File: src/rtl/dsp_mac_sequencer_pkg.sv
// Shared types and DSP48A1 OPMODE constants for the MAC sequencer.
package dsp_mac_sequencer_pkg;

    typedef enum logic [1:0] {
        ST_IDLE  = 2'd0,
        ST_RUN   = 2'd1,
        ST_DRAIN = 2'd2,
        ST_DONE  = 2'd3
    } state_t;

    localparam logic [7:0] OPM_IDLE = 8'h00;  // P holds
    localparam logic [7:0] OPM_LOAD = 8'h01;  // P = M
    localparam logic [7:0] OPM_ACC  = 8'h09;  // P = P + M

endpackage

File: src/rtl/dsp_mac_sequencer_if.sv
// Control/handshake bundle between a MAC run requester and the sequencer.
interface dsp_mac_sequencer_if #(
    parameter int LEN_W = 8
);
    logic             start;
    logic [LEN_W-1:0] len;
    logic             abort;
    logic             s_valid;
    logic             s_ready;
    logic [7:0]       opmode;
    logic             cep;
    logic             rstp;
    logic             busy;
    logic             done;

    modport master (
        output start, len, abort, s_valid,
        input  s_ready, opmode, cep, rstp, busy, done
    );

    modport slave (
        input  start, len, abort, s_valid,
        output s_ready, opmode, cep, rstp, busy, done
    );
endinterface

File: src/rtl/dsp_mac_sequencer_tag_pipe.sv
// Valid/first tag delay line matching the DSP slice latency up to the P stage.
// Advances every cycle (no stall); flush drops everything in flight.
module dsp_tag_pipe #(
    parameter int LAT = 4
) (
    input  logic clk,
    input  logic rst_n,
    input  logic i_flush,
    input  logic i_valid,
    input  logic i_first,
    output logic o_tail_valid,
    output logic o_tail_first,
    output logic o_pending
);
    localparam int DEPTH = LAT - 1;

    logic [DEPTH-1:0] r_valid;
    logic [DEPTH-1:0] r_first;
    logic             w_pending;

    // shift tags one stage per cycle, clear on flush
    always_ff @(posedge clk or negedge rst_n) begin
        if (!rst_n) begin
            r_valid <= '0;
            r_first <= '0;
        end else if (i_flush) begin
            r_valid <= '0;
            r_first <= '0;
        end else begin
            r_valid[0] <= i_valid;
            r_first[0] <= i_valid & i_first;
            for (int k = 1; k < DEPTH; k++) begin
                r_valid[k] <= r_valid[k-1];
                r_first[k] <= r_first[k-1];
            end
        end
    end

    // tags still upstream of the tail (empty for LAT=2)
    always_comb begin
        w_pending = 1'b0;
        for (int k = 0; k < DEPTH - 1; k++) begin
            w_pending = w_pending | r_valid[k];
        end
    end

    assign o_tail_valid = r_valid[DEPTH-1];
    assign o_tail_first = r_first[DEPTH-1];
    assign o_pending    = w_pending;

endmodule

File: src/rtl/dsp_mac_sequencer.sv
// MAC run sequencer for a DSP48A1 slice: counts operand accepts, aligns
// OPMODE/CEP with the P stage, and reports completion.
//
// state    | meaning
// ---------+----------------------------------------------------------
// ST_IDLE  | waiting for start; len==0 clears P and skips to ST_DONE
// ST_RUN   | accepting operand pairs until remaining reaches 0
// ST_DRAIN | no more accepts; waiting for in-flight tags to write P
// ST_DONE  | P holds the final sum; done pulses for one cycle
module dsp_mac_sequencer
    import dsp_mac_sequencer_pkg::*;
#(
    parameter int LAT   = 4,
    parameter int LEN_W = 8
) (
    input  logic                 clk,
    input  logic                 rst_n,
    dsp_mac_sequencer_if.slave   bus
);
    state_t           r_state;
    state_t           w_next;
    logic [LEN_W-1:0] r_remaining;
    logic [LEN_W-1:0] r_count;
    logic             w_abort;
    logic             w_ready;
    logic             w_accept;
    logic             w_rstp;
    logic             w_cep;
    logic             w_tail_valid;
    logic             w_tail_first;
    logic             w_pending;

    assign w_abort  = bus.abort && (r_state != ST_IDLE);
    // abort also closes the door so an abort cycle can never count as an accept
    assign w_ready  = (r_state == ST_RUN) && (r_remaining != '0) && !bus.abort;
    assign w_accept = w_ready && bus.s_valid;
    assign w_cep    = w_tail_valid && !w_abort;

    dsp_tag_pipe #(.LAT(LAT)) u_tag_pipe (
        .clk          (clk),
        .rst_n        (rst_n),
        .i_flush      (w_abort),
        .i_valid      (w_accept),
        .i_first      (r_count == '0),
        .o_tail_valid (w_tail_valid),
        .o_tail_first (w_tail_first),
        .o_pending    (w_pending)
    );

    // state register
    always_ff @(posedge clk or negedge rst_n) begin
        if (!rst_n) r_state <= ST_IDLE;
        else        r_state <= w_next;
    end

    // next-state and P clear; abort overrides every other transition
    always_comb begin
        w_next = r_state;
        w_rstp = 1'b0;
        case (r_state)
            ST_IDLE: begin
                if (bus.start) begin
                    if (bus.len != '0) begin
                        w_next = ST_RUN;
                    end else begin
                        // rstp comes straight off start here, so hold it low in reset
                        w_rstp = rst_n;
                        w_next = ST_DONE;
                    end
                end
            end
            ST_RUN: begin
                if (w_accept && (r_remaining == LEN_W'(1))) w_next = ST_DRAIN;
            end
            ST_DRAIN: begin
                if (!w_pending) w_next = ST_DONE;
            end
            ST_DONE: begin
                w_next = ST_IDLE;
            end
            default: begin
                w_next = ST_IDLE;
            end
        endcase
        if (w_abort) begin
            w_next = ST_IDLE;
            w_rstp = 1'b1;
        end
    end

    // remaining/accepted counters: loaded on start, stepped on each accept
    always_ff @(posedge clk or negedge rst_n) begin
        if (!rst_n) begin
            r_remaining <= '0;
            r_count     <= '0;
        end else if ((r_state == ST_IDLE) && bus.start && (bus.len != '0)) begin
            r_remaining <= bus.len;
            r_count     <= '0;
        end else if (w_accept) begin
            r_remaining <= r_remaining - LEN_W'(1);
            r_count     <= r_count + LEN_W'(1);
        end
    end

    assign bus.s_ready = w_ready;
    assign bus.cep     = w_cep;
    assign bus.opmode  = w_cep ? (w_tail_first ? OPM_LOAD : OPM_ACC) : OPM_IDLE;
    assign bus.rstp    = w_rstp;
    assign bus.busy    = (r_state != ST_IDLE);
    assign bus.done    = (r_state == ST_DONE) && !bus.abort;

endmodule

File: src/flat_wrapper.sv
// flat-port wrapper written by rule: the top's interface ports become plain ports
module dsp_mac_sequencer_flat import dsp_mac_sequencer_pkg::*;
#(
    parameter int LAT   = 4,
    parameter int LEN_W = 8
)
  (clk, rst_n, bus_start, bus_len, bus_abort, bus_s_valid, bus_s_ready, bus_opmode, bus_cep, bus_rstp, bus_busy, bus_done);
  dsp_mac_sequencer_if #(.LEN_W(LEN_W)) bus_i ();
  input  logic clk;
  input  logic rst_n;
  input wire logic [$bits(bus_i.start)-1:0] bus_start;
  input wire logic [$bits(bus_i.len)-1:0] bus_len;
  input wire logic [$bits(bus_i.abort)-1:0] bus_abort;
  input wire logic [$bits(bus_i.s_valid)-1:0] bus_s_valid;
  output wire logic [$bits(bus_i.s_ready)-1:0] bus_s_ready;
  output wire logic [$bits(bus_i.opmode)-1:0] bus_opmode;
  output wire logic [$bits(bus_i.cep)-1:0] bus_cep;
  output wire logic [$bits(bus_i.rstp)-1:0] bus_rstp;
  output wire logic [$bits(bus_i.busy)-1:0] bus_busy;
  output wire logic [$bits(bus_i.done)-1:0] bus_done;
  assign bus_i.start = bus_start;
  assign bus_i.len = bus_len;
  assign bus_i.abort = bus_abort;
  assign bus_i.s_valid = bus_s_valid;
  assign bus_s_ready = bus_i.s_ready;
  assign bus_opmode = bus_i.opmode;
  assign bus_cep = bus_i.cep;
  assign bus_rstp = bus_i.rstp;
  assign bus_busy = bus_i.busy;
  assign bus_done = bus_i.done;
  dsp_mac_sequencer #(.LAT(LAT), .LEN_W(LEN_W)) u_core (.clk(clk), .rst_n(rst_n), .bus(bus_i));
endmodule
File: config.mk
export PLATFORM = sky130hd
export DESIGN_NAME = dsp_mac_sequencer_flat
export DESIGN_NICKNAME = d
export VERILOG_FILES = /design/src/rtl/dsp_mac_sequencer_pkg.sv /design/src/rtl/dsp_mac_sequencer_if.sv /design/src/rtl/dsp_mac_sequencer_tag_pipe.sv /design/src/rtl/dsp_mac_sequencer.sv /design/src/flat_wrapper.sv
export SDC_FILE = /design/constraint.sdc
export NUM_CORES = 1
export LEC_CHECK = 0
export CORE_AREA = 4 4 55 67
export DETAILED_ROUTE_END_ITERATION = 10
export DIE_AREA = 0 0 59 71
export HOLD_SLACK_MARGIN = 0.02
export PLACE_DENSITY = 0.75
export REMOVE_ABC_BUFFERS = 1
export SYNTH_ARGS = -nofsm -noshare
export SYNTH_HDL_FRONTEND = slang
export SYNTH_SLANG_ARGS = --single-unit
File: constraint.sdc
create_clock -name clk -period 2.1 [get_ports clk]
set_input_delay 0.63 -clock clk [delete_from_list [all_inputs] [get_ports clk]]
set_output_delay 0.63 -clock clk [all_outputs]
set_load 0.005 [all_outputs]
---- Yosys cells after proc, flatten, opt, wreduce, memory -nomap -nowiden ----
Cells that the tools add are included.
operators by class
  add/subtract/negate cells ............... 2
  equality and inequality tests ........... 7
  mux-type cells .......................... 18
  bitwise gates (word level) .............. 2
  reductions and logical operators ........ 18
operators by type and width
  kind                   count
  $mux W8                5
  $reduce_bool A8 Y1     2
  $mux W2                5
  $logic_and A1 B1 Y1    9
  $ne A3 B2 Y1 const B   3
  $add A8 B1 Y8 const B  1
  $eq A8 B1 Y1 const B   1
  $logic_not A8 Y1       1
  $pmux W2 S4            1
  $sub A8 B1 Y8 const B  1
  $mux W3                2
  $eq A2 B2 Y1 const B   2
  $mux W1                4
  $mux W4                1
  $reduce_bool A2 Y1     2
  $reduce_and A3 Y1      1
  $eq A2 B1 Y1 const B   1
  $logic_not A1 Y1       2
  $logic_not A2 Y1       1
  $and A1 B1 Y1          1
  $or A1 B1 Y1           1
word-level totals
  flip-flop bits (word level) ............. 24
  output and inout port bits .............. 13
  logic and storage cells ................. 52

---- Longest topological paths before layout ----
  depth after elaboration ................. 8
  depth in mapped cells ................... 8
  depth with buffers taken out ............ 7

---- Hierarchy ----
From an unflattened synthesis, not the netlist that was laid out.
unflattened totals
  cell total of the unflattened synthesis .. 166
  area, all modules ....................... 1547.7 µm²
modules (own cells, without submodules)
  module             times used  cells an instance  area an instance (µm²)  seq. area each (µm²)
  dsp_mac_sequencer  1           153                1337.5                  450.4
  dsp_tag_pipe       1           13                 210.2                   150.1

---- Worst setup path after synthesis ----
Ideal clock, no wire load.
  kind .................................... input-to-reg
  start point ............................. input port bus_len[0]
  end point ............................... register u_core.r_remaining[4]
  setup time .............................. 0.069 ns
  arrival ................................. 1.837 ns
  data required time ...................... 2.031 ns
  setup slack ............................. 0.194 ns
  stages .................................. 5
  buffers on the path ..................... 1
  cells stage by stage .................... nor4_2 -> a21oi_1 -> clkbuf_1 -> or4_1 -> nand3_1
between the ends
  longest elaborated chain between the ends .. 3
  elaborated cells on any way between the ends .. 4
ends and longest elaborated chain
  what                                           line                      source
  from (decl)                                    flat_wrapper.sv:12        input wire logic [$bits(bus_i.len)-1:0] bus_len;
  $reduce_bool A8 Y1 (*)                         dsp_mac_sequencer.sv:96   end else if ((r_state == ST_IDLE) && bus.start && (bus.len != '0)) begin
  $logic_and A1 B1 Y1 (*)                        dsp_mac_sequencer.sv:96
  $mux W8 or $reduce_bool A2 Y1 (tied branches)  --
  to (signal assigned)                           dsp_mac_sequencer.sv:97   r_remaining <= bus.len;
  to (signal assigned)                           dsp_mac_sequencer.sv:100  r_remaining <= r_remaining - LEN_W'(1);
  to (decl)                                      dsp_mac_sequencer.sv:22   logic [LEN_W-1:0] r_remaining;
Every way passes the cells marked *; elsewhere a longest branch is shown, timed or not.
A chain may end at the register's enable or synchronous reset.

---- Worst setup path after layout ----
  start point ............................. register u_core.r_remaining[6]
  end point ............................... output port bus_s_ready
between the ends
  longest elaborated chain between the ends .. 3
ends and longest elaborated chain
  what                              line                     source
  $reduce_bool A8 Y1                dsp_mac_sequencer.sv:35  assign w_ready = (r_state == ST_RUN) && (r_remaining != '0) && !bus.abort;
  $logic_and A1 B1 Y1 (2 in a row)  dsp_mac_sequencer.sv:35
  to (decl)                         flat_wrapper.sv:15       output wire logic [$bits(bus_i.s_ready)-1:0] bus_s_ready;
Every way passes these cells.

==> impl_metrics.py <==
metrics = {
    "layout": {
        "fillers": 219,
        "antenna_cells": 0,
        "layout-drive-gt1-share_pct": 38.4,
        "area_delta_synth_final_pct": 42.7,
        "final_nets": 247,
        "multiInputGateArea_um2": 897,
        "layout_commonest_cell": "buf_4",
        "seqCellArea_um2": 601,
        "finalNonFillerCells": 260,
        "final_cell_mix": "buf_4, dfrtp_1, nand2_1",
    },
    "die": {
        "die_w_um": 59,
        "die_h_um": 71,
        "io_pins": 26,
        "start_util_pct": 49.8,
        "rows": 22,
        "fp.dieArea_um2": 4190,
        "core_um2": 3030,
    },
    "sta": {
        "fin_crit_sh_pct": 103,
        "finClkSkew_ns": 0.00506,
        "finalMaxSlewViolations": 0,
        "setup_slack_ns": -0.0539,
        "hold_viol": 0,
        "rsz0062_at_grt": "yes",
        "period_minus_slack_ns": 2.15,
        "finalSetupViolations": 2,
        "max_freq_mhz": 464,
    },
    "pwr": {
        "p_leak_nw": 1.05,
        "vdd_ir_drop_max_v": 0.000970,
        "powerDensity_nw_per_um2": 1180,
        "power.internal_mw": 1.58,
        "clockPowerShare_pct": 13.3,
        "p_sw_uw": 958,
        "p_sw_share_pct": 37.8,
        "p_comb_share_pct": 59.7,
        "seqPwrFrac_pct": 26.9,
    },
    "detailed_routing": {
        "dr_total_vias": 1448,
        "wl_per_cell_um": 15.4,
        "wl_um": 4000,
        "drt_iter0_drc": 58,
        "drtPass1Iterations": 4,
        "postRouteAntennaNets": 0,
        "vias_per_cell": 5.57,
        "drc_errors": 0,
    },
    "clock_tree": {
        "ctsHoldBuffers": 0,
        "path_clk_slew_ns": 0.14,
        "root_buffer": "clkbuf_4",
        "h-tree-depth": 1,
        "cts_buffer_depth": 2,
        "clk_latency_ns": 0.32,
        "clkSinkCount": 24,
        "cts_made_buffers": 3,
        "cts_tree": "yes",
    },
    "grt": {
        "track_usage_pct": 19.9,
        "grt_pass1_vias": 1469,
        "antenna_found_initial": 0,
        "grt_max_degree": 25,
        "grt.overflow.total": 0,
        "grt_pass1_wl_um": 6450,
    },
    "logic_synthesis": {
        "netlist_instances": 160,
        "synth-edff-count": 0,
        "yosys_warnings": 0,
        "synth-seq-cells": 24,
        "async_reset_ff_share_pct": 100,
        "syn_area_um2": 1510,
        "yosysSeqAreaShare_pct": 39.9,
        "synth_ff_type": "dfrtp_1",
        "postSynthAreaPerCell_um2": 9.42,
        "ys_types": 43,
    },
    "placement": {
        "dpl.hpwl_um": 2920,
        "gp_congestion": 0.925,
        "dp.cells": 251,
        "pre_cts_slack_ns": -0.765,
        "io_buffer_count": 19,
    },
    "critical_path": {
        "cp_max_fo": 2,
        "cp.buffers_inverters": 1,
        "crit_slowest_cell": "dfrtp_1",
        "cp_cell_sequence": "or3_4, nor3_4, nor2b_2, buf_2",
        "endpoint_kind": "output pin",
        "cp.required_ns": 1.47,
        "worstSetupPathType": "reg2out",
        "crit_arrival_ns": 1.52,
        "max_stage_delay_ns": 0.41,
        "critPathTopFamily": "simple AND/OR/NAND/NOR gates",
        "startpoint_type": "register",
    },
    "job": {
        "max_cap_viol_count": 0,
    },
    "outcome": {
        "failed_checks": "setup timing",
        "outcome": "finished, violations left",
    },
    "worst_hold_path": {
        "hold_path.class": "in2async",
    },
}
[layout make-up]
cell class,count,share of cell area (%)
clock buffers,3,1.05
multi-input cells,121,41.7
well taps,36,2.10
inverters,9,1.80
flip-flops and latches,24,27.9
clock inverters,1,1.40
repair buffers,66,24.0
[cells by family after synthesis]
logic type	Yosys count	synth area share [%]
AO/OA/AOI/OAI	32	15.4
XOR/XNOR	5	2.91
adder cells (fa/ha/maj)	9	7.48
buffers and inverters	20	7.48
flip-flops	24	39.9
multiplexers	3	1.99
other	1	0.249
AND/OR/NAND/NOR	66	24.6
[synth_stat cells, types with 3 or more instances]
cell	number	area share (%)
nor2b_1	5	2.1
a21oi_1	8	2.7
o21ai_0	7	2.3
xor2_1	3	1.7
dfrtp_1	24	40
nand3_1	8	2.7
or3_1	3	1.2
ha_1	9	7.5
nor2_1	7	1.7
mux2i_1	3	2.0
and2_1	5	2.1
inv_1	8	2.0
nand2_1	16	4.0
nor3_1	3	1.0
or4_1	4	2.0
buf_4	7	3.5
and3_1	3	1.2
[metal layers]
layer / global-route usage (%) / wire, um
met1: 24.6 / 1670
met2: 33.9 / 2070
met3: 3.83 / 192
met4: 6.55 / 60
met5: 0 / 0
[registers in the layout (all words and copies together), names as in the netlist]
name,flops
u_core.u_tag_pipe.r_valid,3
u_core.r_remaining,8
u_core.r_state,2
u_core.r_count,8
u_core.u_tag_pipe.r_first,3
[timing repair]
| item | CTS | global route |
|---|---|---|
| pin swaps | 6 | 6 |
| setup endpoints to repair | 12 | 10 |
| resized for setup | 43 | 30 |
| buffers inserted | 2 | 3 |
[power groups by stage]
stage	combinational [mW]	clock (mW)	sequential, mW
global route	1.65	0.369	0.696
global placement	1.26	0	0.669
CTS	1.37	0.347	0.676
detailed placement	1.31	0	0.678
finish	1.51	0.338	0.682
floorplan	0.598	0	0.693
[path summary, 6_finish.rpt]
path | cells past startpoint | end | start | slack (ns)
max reg2reg | 8 | u_core.r_count[7] | u_core.r_state[1] | 0.08
min | 2 | u_core.r_state[0] | rst_n | 0.33
min reg2reg | 1 | u_core.u_tag_pipe.r_first[1] | u_core.u_tag_pipe.r_first[0] | 0.48
max in group asynchronous | 2 | u_core.r_count[6] | rst_n | 1.52
min in group clk | 1 | u_core.u_tag_pipe.r_first[1] | u_core.u_tag_pipe.r_first[0] | 0.48
max | 4 | bus_s_ready | u_core.r_remaining[6] | -0.05
[metrics by stage]
step / hold WS [ns] / TNS [ns] / area, um^2 / util (%) / power, mW
after floorplan: 0.334 / 0 / 1450 / - / 1.29
after global placement: 0.435 / -7.45 / 2010 / 66.4 / 1.93
after detailed placement: 0.451 / -8.14 / 2010 / 66.4 / 1.98
after CTS: 0.483 / -0.134 / 2100 / 69.3 / 2.39
after global routing: 0.343 / -0.250 / 2150 / 71.0 / 2.72
final: 0.333 / -0.0650 / 2150 / 71.0 / 2.53
Note: power is estimated with default switching activity, not from simulation.
